===== src/rtl/apb_regfile_slave.sv =====
// APB completer fronting a small register bank: ID (RO), WAIT_CFG (RW, 4 bits)
// and NREGS data words. Programmable wait states and registered responses.
// Optional macro APB_PSTRB_EN adds a pstrb port for byte-lane write masking.
module apb_regfile_slave #(
  parameter int unsigned NREGS        = 8,
  parameter int unsigned WAIT_DEFAULT = 0,
  parameter logic [31:0] ID_VALUE     = 32'hA5B0_0001
) (
  input  logic        pclk,
  input  logic        presetn,
  input  logic        psel,
  input  logic        penable,
  input  logic        pwrite,
  input  logic [31:0] paddr,
  input  logic [31:0] pwdata,
`ifdef APB_PSTRB_EN
  input  logic [3:0]  pstrb,
`endif
  output logic        pready,
  output logic [31:0] prdata,
  output logic        pslverr
);

  localparam int unsigned IdxW     = (NREGS > 1) ? $clog2(NREGS) : 1;
  localparam logic [31:0] LastAddr = 32'(8 + 4 * (NREGS - 1));
  localparam logic [3:0]  WaitRst  = 4'(WAIT_DEFAULT);

  typedef enum logic [1:0] {StIdle, StWait, StDone} state_e;

  state_e      r_state, w_state_next;
  logic [3:0]  r_cnt, w_cnt_next;
  logic [31:0] r_addr, r_wdata;
  logic        r_write;
  logic        r_pready, r_pslverr;
  logic [31:0] r_prdata;
  logic [3:0]  r_wait_cfg;
  logic [31:0] r_data [NREGS];
`ifdef APB_PSTRB_EN
  logic [3:0]  r_strb;
`endif

  logic            w_setup;
  logic [31:0]     w_addr;
  logic            w_write;
  logic            w_is_id, w_is_cfg, w_is_data, w_err;
  logic [IdxW-1:0] w_idx, w_widx;
  logic [31:0]     w_rdata;
  logic [31:0]     w_mask;
  logic            w_cfg_we;

  // Next-state logic: setup in IDLE starts a transfer, psel loss in WAIT aborts it.
  always_comb begin
    w_setup      = psel && !penable;
    w_state_next = r_state;
    w_cnt_next   = r_cnt;
    unique case (r_state)
      StIdle: begin
        if (w_setup) begin
          if (r_wait_cfg == 4'd0) begin
            w_state_next = StDone;
          end else begin
            w_cnt_next   = r_wait_cfg - 4'd1;
            w_state_next = StWait;
          end
        end
      end
      StWait: begin
        if (!psel) begin
          w_state_next = StIdle;
        end else if (r_cnt == 4'd0) begin
          w_state_next = StDone;
        end else begin
          w_cnt_next = r_cnt - 4'd1;
        end
      end
      StDone:  w_state_next = StIdle;
      default: w_state_next = StIdle;
    endcase
  end

  // Address decode; in IDLE the live bus is used since the latch has not happened yet.
  always_comb begin
    w_addr    = (r_state == StIdle) ? paddr : r_addr;
    w_write   = (r_state == StIdle) ? pwrite : r_write;
    w_is_id   = (w_addr == 32'h0);
    w_is_cfg  = (w_addr == 32'h4);
    w_is_data = (w_addr >= 32'h8) && (w_addr <= LastAddr);
    w_err     = (w_addr[1:0] != 2'b00) || !(w_is_id || w_is_cfg || w_is_data)
                || (w_write && w_is_id);
    w_idx     = IdxW'(w_addr[31:2] - 30'd2);
    w_widx    = IdxW'(r_addr[31:2] - 30'd2);
    w_rdata   = 32'h0;
    if (w_is_id) begin
      w_rdata = ID_VALUE;
    end else if (w_is_cfg) begin
      w_rdata = {28'h0, r_wait_cfg};
    end else if (w_is_data) begin
      w_rdata = r_data[w_idx];
    end
`ifdef APB_PSTRB_EN
    w_mask   = {{8{r_strb[3]}}, {8{r_strb[2]}}, {8{r_strb[1]}}, {8{r_strb[0]}}};
    w_cfg_we = r_strb[0];
`else
    w_mask   = 32'hFFFF_FFFF;
    w_cfg_we = 1'b1;
`endif
  end

  // FSM state, setup-phase latches and registered response outputs.
  always_ff @(posedge pclk) begin
    if (!presetn) begin
      r_state   <= StIdle;
      r_cnt     <= 4'd0;
      r_addr    <= 32'h0;
      r_write   <= 1'b0;
      r_wdata   <= 32'h0;
`ifdef APB_PSTRB_EN
      r_strb    <= 4'h0;
`endif
      r_pready  <= 1'b0;
      r_pslverr <= 1'b0;
      r_prdata  <= 32'h0;
    end else begin
      r_state <= w_state_next;
      r_cnt   <= w_cnt_next;
      if ((r_state == StIdle) && w_setup) begin
        r_addr  <= paddr;
        r_write <= pwrite;
        r_wdata <= pwdata;
`ifdef APB_PSTRB_EN
        r_strb  <= pstrb;
`endif
      end
      r_pready  <= (w_state_next == StDone);
      r_pslverr <= (w_state_next == StDone) && w_err;
      r_prdata  <= ((w_state_next == StDone) && !w_err && !w_write) ? w_rdata : 32'h0;
    end
  end

  // Register bank; writes commit on the edge that ends DONE (r_pslverr holds its error).
  always_ff @(posedge pclk) begin
    if (!presetn) begin
      r_wait_cfg <= WaitRst;
      for (int i = 0; i < int'(NREGS); i++) begin
        r_data[i] <= 32'h0;
      end
    end else if ((r_state == StDone) && r_write && !r_pslverr) begin
      if (r_addr == 32'h4) begin
        if (w_cfg_we) begin
          r_wait_cfg <= r_wdata[3:0];
        end
      end else if (r_addr >= 32'h8) begin
        r_data[w_widx] <= (r_data[w_widx] & ~w_mask) | (r_wdata & w_mask);
      end
    end
  end

  assign pready  = r_pready;
  assign prdata  = r_prdata;
  assign pslverr = r_pslverr;

endmodule


===== config.mk =====
export PLATFORM = sky130hd
export DESIGN_NAME = apb_regfile_slave
export DESIGN_NICKNAME = d
export VERILOG_FILES = /design/src/rtl/apb_regfile_slave.sv
export SDC_FILE = /design/constraint.sdc
export NUM_CORES = 1
export LEC_CHECK = 0
export CORE_MARGIN = 1.5
export CORE_UTILIZATION = 53
export DETAILED_ROUTE_END_ITERATION = 10
export HOLD_SLACK_MARGIN = 0.06
export PLACE_DENSITY = 0.75
export REMOVE_ABC_BUFFERS = 1
export SYNTH_ARGS = -nofsm -noshare
export SYNTH_HDL_FRONTEND = slang
export SYNTH_SLANG_ARGS = --single-unit

===== constraint.sdc =====
create_clock -name pclk -period 3.9 [get_ports pclk]
set_input_delay 0.78 -clock pclk [delete_from_list [all_inputs] [get_ports pclk]]
set_output_delay 0.78 -clock pclk [all_outputs]
set_load 0.05 [all_outputs]

==> run metrics <==
ANT cells=0; Port-buffer cells=102; Final Cycle Share=82.8%; RSZ-0062 raised after global routing=no; Tmin final=3.23 ns; Die H=around 180 um; drt drc=0; CORE AREA=between 20000 and 30000 um^2; Post-synth top flop=edfxtp_1; max cap viols=0; status=complete, no violations; largest net degree at the start of global routing=86; Die Span X=176 um; Post-synth EDFFs=256; initial DRC count=938; relative slew slack=between 30 and 40%; Setup crit end kind=flip-flop; Netlist Area Pre-Place=15900 um^2; register area share after synthesis=a little over 60%; drt wl/cell=approximately 20 um; syn avg cell area=between 10 and 15 um^2; Lkg Pwr=a little under 0.007 uW; PostCTS Resize Cnt=0; Pwr per Cell Area=between 400 and 500 nW/um^2; min-delay src=r_addr[30]; Setup CP Type=reg -> reg; WP data required=4.13 ns; WHS=0.465 ns; total track usage=26.1%; CP Max Fanout=19; worst setup path start=r_state[1]; fmax=0.310 GHz; Pre-antenna DRT Iters=5; first-pass GRT wire length=61600 um; Final Slew Violations=0; die area=just over 30000 um^2; register clock-pin slew on the reported worst setup and hold paths=around 0.06 ns; clock latency on the worst-skew pair=between 0.5 and 0.6 ns; routed wire length=roughly 40000 um; startpoint types=flip-flop; Antenna Nets Post-Route=0; CTS Root Cell=clkbuf_16; H-tree depth=2; P&R area growth vs syn=18.2%; final hold vios=0; Setup TNS=0 ns; gpl congestion=0.903; fraction of registers with async set/reset=0%; Post-layout nets=around 1600; worst slew pin tran=0.913 ns; # rows=63; IO Count=103; dpl hpwl=about 24000 um; share of cells above drive strength 1=9.03%; Num CTS Buffers=38; worst path arrival time=around 3.5 ns; Setup Skew=between 0.01 and 0.015 ns; vias per cell=5.80; Hold-fix buffers, CTS=0; Hold WC Path Type=reg -> reg; fill count=2290; Yosys reg bits=approximately 370; number of global-route vias before repair=11100; global route overflow=0; CTS max path bufs=3; CTS tree=done; initial antenna violation count=0; # setup viols final=0; VDD IR max=0.450 mV; Syn Inst Count=between 1000 and 1500; post-synth cell types=70; RR Startpoint=r_state[1]; PnR worst setup slack=0.671 ns; Vias=~11000; Post-CTS Setup Bufs=0; Yosys warnings=0; CTS Sinks=365; pre-CTS setup slack=0.543 ns; initial cell density of the core=53.7%
[cell usage after synthesis, types with 5 or more instances]
cell type | instances | area [um^2]
a211oi_1 | 5 | 37.5
a21boi_0 | 67 | 503
a21oi_1 | 38 | 190
a31oi_1 | 18 | 113
a32oi_1 | 19 | 166
and2_1 | 258 | 1610
buf_1 | 6 | 22.5
buf_2 | 18 | 90.1
clkbuf_1 | 61 | 229
dfxtp_1 | 109 | 2180
edfxtp_1 | 256 | 7690
mux2_2 | 6 | 67.6
mux2i_1 | 43 | 430
nand2_1 | 284 | 1070
nand2b_1 | 5 | 31.3
nand3_1 | 35 | 175
nand3b_1 | 6 | 45.0
nor2_1 | 40 | 150
nor2b_1 | 5 | 31.3
nor3_1 | 5 | 25.0
nor4_1 | 15 | 93.8
o21ai_0 | 45 | 225
o22ai_1 | 15 | 93.8
[worst max-delay path, cell delays in order (launching register included)]
cell      delay [ns]
dfxtp_1         0.78
nor4bb_1        0.56
nand3_1         0.56
o21ai_4         0.75
buf_12          0.25
[path summary, 6_finish.rpt]
path,end,slack (ns),cells past startpoint
max,r_data[7][30],0.67,4
min,r_addr[30],0.47,2
max reg2reg,r_data[7][30],0.67,4
min reg2reg,r_addr[30],0.47,2
[layer usage]
| layer | up-vias | global-route usage [%] | wire (um) |
|---|---|---|---|
| li1 | 5229 | - | - |
| met1 | 5476 | 33.9 | 16500 |
| met2 | 461 | 43.9 | 19200 |
| met3 | 89 | 4.67 | 2860 |
| met4 | 0 | 9.78 | 1290 |
| met5 | - | 0 | 0 |
[per-stage QoR]
step / total power, uW / utilization, % / cell area [um^2] / cells
final: 8550 / 63.5 / 18800 / 1940
after detailed placement: 5050 / 59.4 / 17600 / 1871
after floorplan: 4740 / - / 15500 / 1342
after global routing: 8830 / 63.5 / 18800 / 1940
after CTS: 8600 / 63.5 / 18800 / 1940
after global placement: 5030 / 59.4 / 17600 / 1871
[cells in the final DEF (no fill, tap or decap), types with 4 or more instances in the layout]
| cell type | instances |
|---|---|
| nand4_1 | 4 |
| clkbuf_1 | 8 |
| nor4_1 | 15 |
| clkbuf_16 | 39 |
| clkbuf_8 | 5 |
| o22ai_1 | 15 |
| nand2b_1 | 5 |
| o21ai_0 | 37 |
| clkinv_1 | 4 |
| mux2i_1 | 42 |
| o21ai_4 | 8 |
| a32oi_1 | 19 |
| nand3b_1 | 6 |
| a31oi_1 | 18 |
| a221oi_1 | 4 |
| nor2b_1 | 5 |
| a21oi_1 | 38 |
| clkdlybuf4s50_1 | 101 |
| buf_12 | 10 |
| nor3_1 | 5 |
| nor2_2 | 11 |
| nand2_1 | 284 |
| a21o_1 | 4 |
| and2_1 | 258 |
| a21oi_2 | 4 |
| dfxtp_1 | 109 |
| mux2_2 | 6 |
| a211oi_1 | 5 |
| nand3_1 | 35 |
| edfxtp_1 | 256 |
| nor2_1 | 31 |
| clkinv_2 | 7 |
| a21boi_0 | 67 |
| buf_4 | 27 |
[cell type report]
class | count | area [um^2] | area share, %
multi-input cells | 976 | 5810 | 30.9
inverters | 1 | 3.75 | 0.0199
well taps | 390 | 488 | 2.59
clock buffers | 52 | 1070 | 5.71
repair buffers | 139 | 1420 | 7.53
clock inverters | 17 | 165 | 0.877
flip-flops and latches | 365 | 9870 | 52.4
[power breakdown]
part / switching, uW / internal [uW] / total (uW) / leakage, uW
sequential: 77.2 / 4260 / 4330 / 0.00353
combinational: 393 / 239 / 632 / 0.00262
clock: 1450 / 2130 / 3580 / 0.000611
[kinds of logic after synthesis]
family / after synthesis / synth area share (%)
compound gates: 244 / 10.4
xor+xnor: 2 / 0.110
fa+ha+maj: 1 / 0.0785
buf+inv: 91 / 2.46
flops: 365 / 62.0
mux: 50 / 3.27
simple gates: 679 / 21.7
[flip-flops by register name, summed over array words and instances, names as in the netlist]
signal / cells
prdata: 32
pready: 1
pslverr: 1
r_addr: 32
r_cnt: 4
r_data: 256
r_state: 2
r_wait_cfg: 4
r_wdata: 32
r_write: 1
No activity file was read; power rests on OpenSTA's default activity.
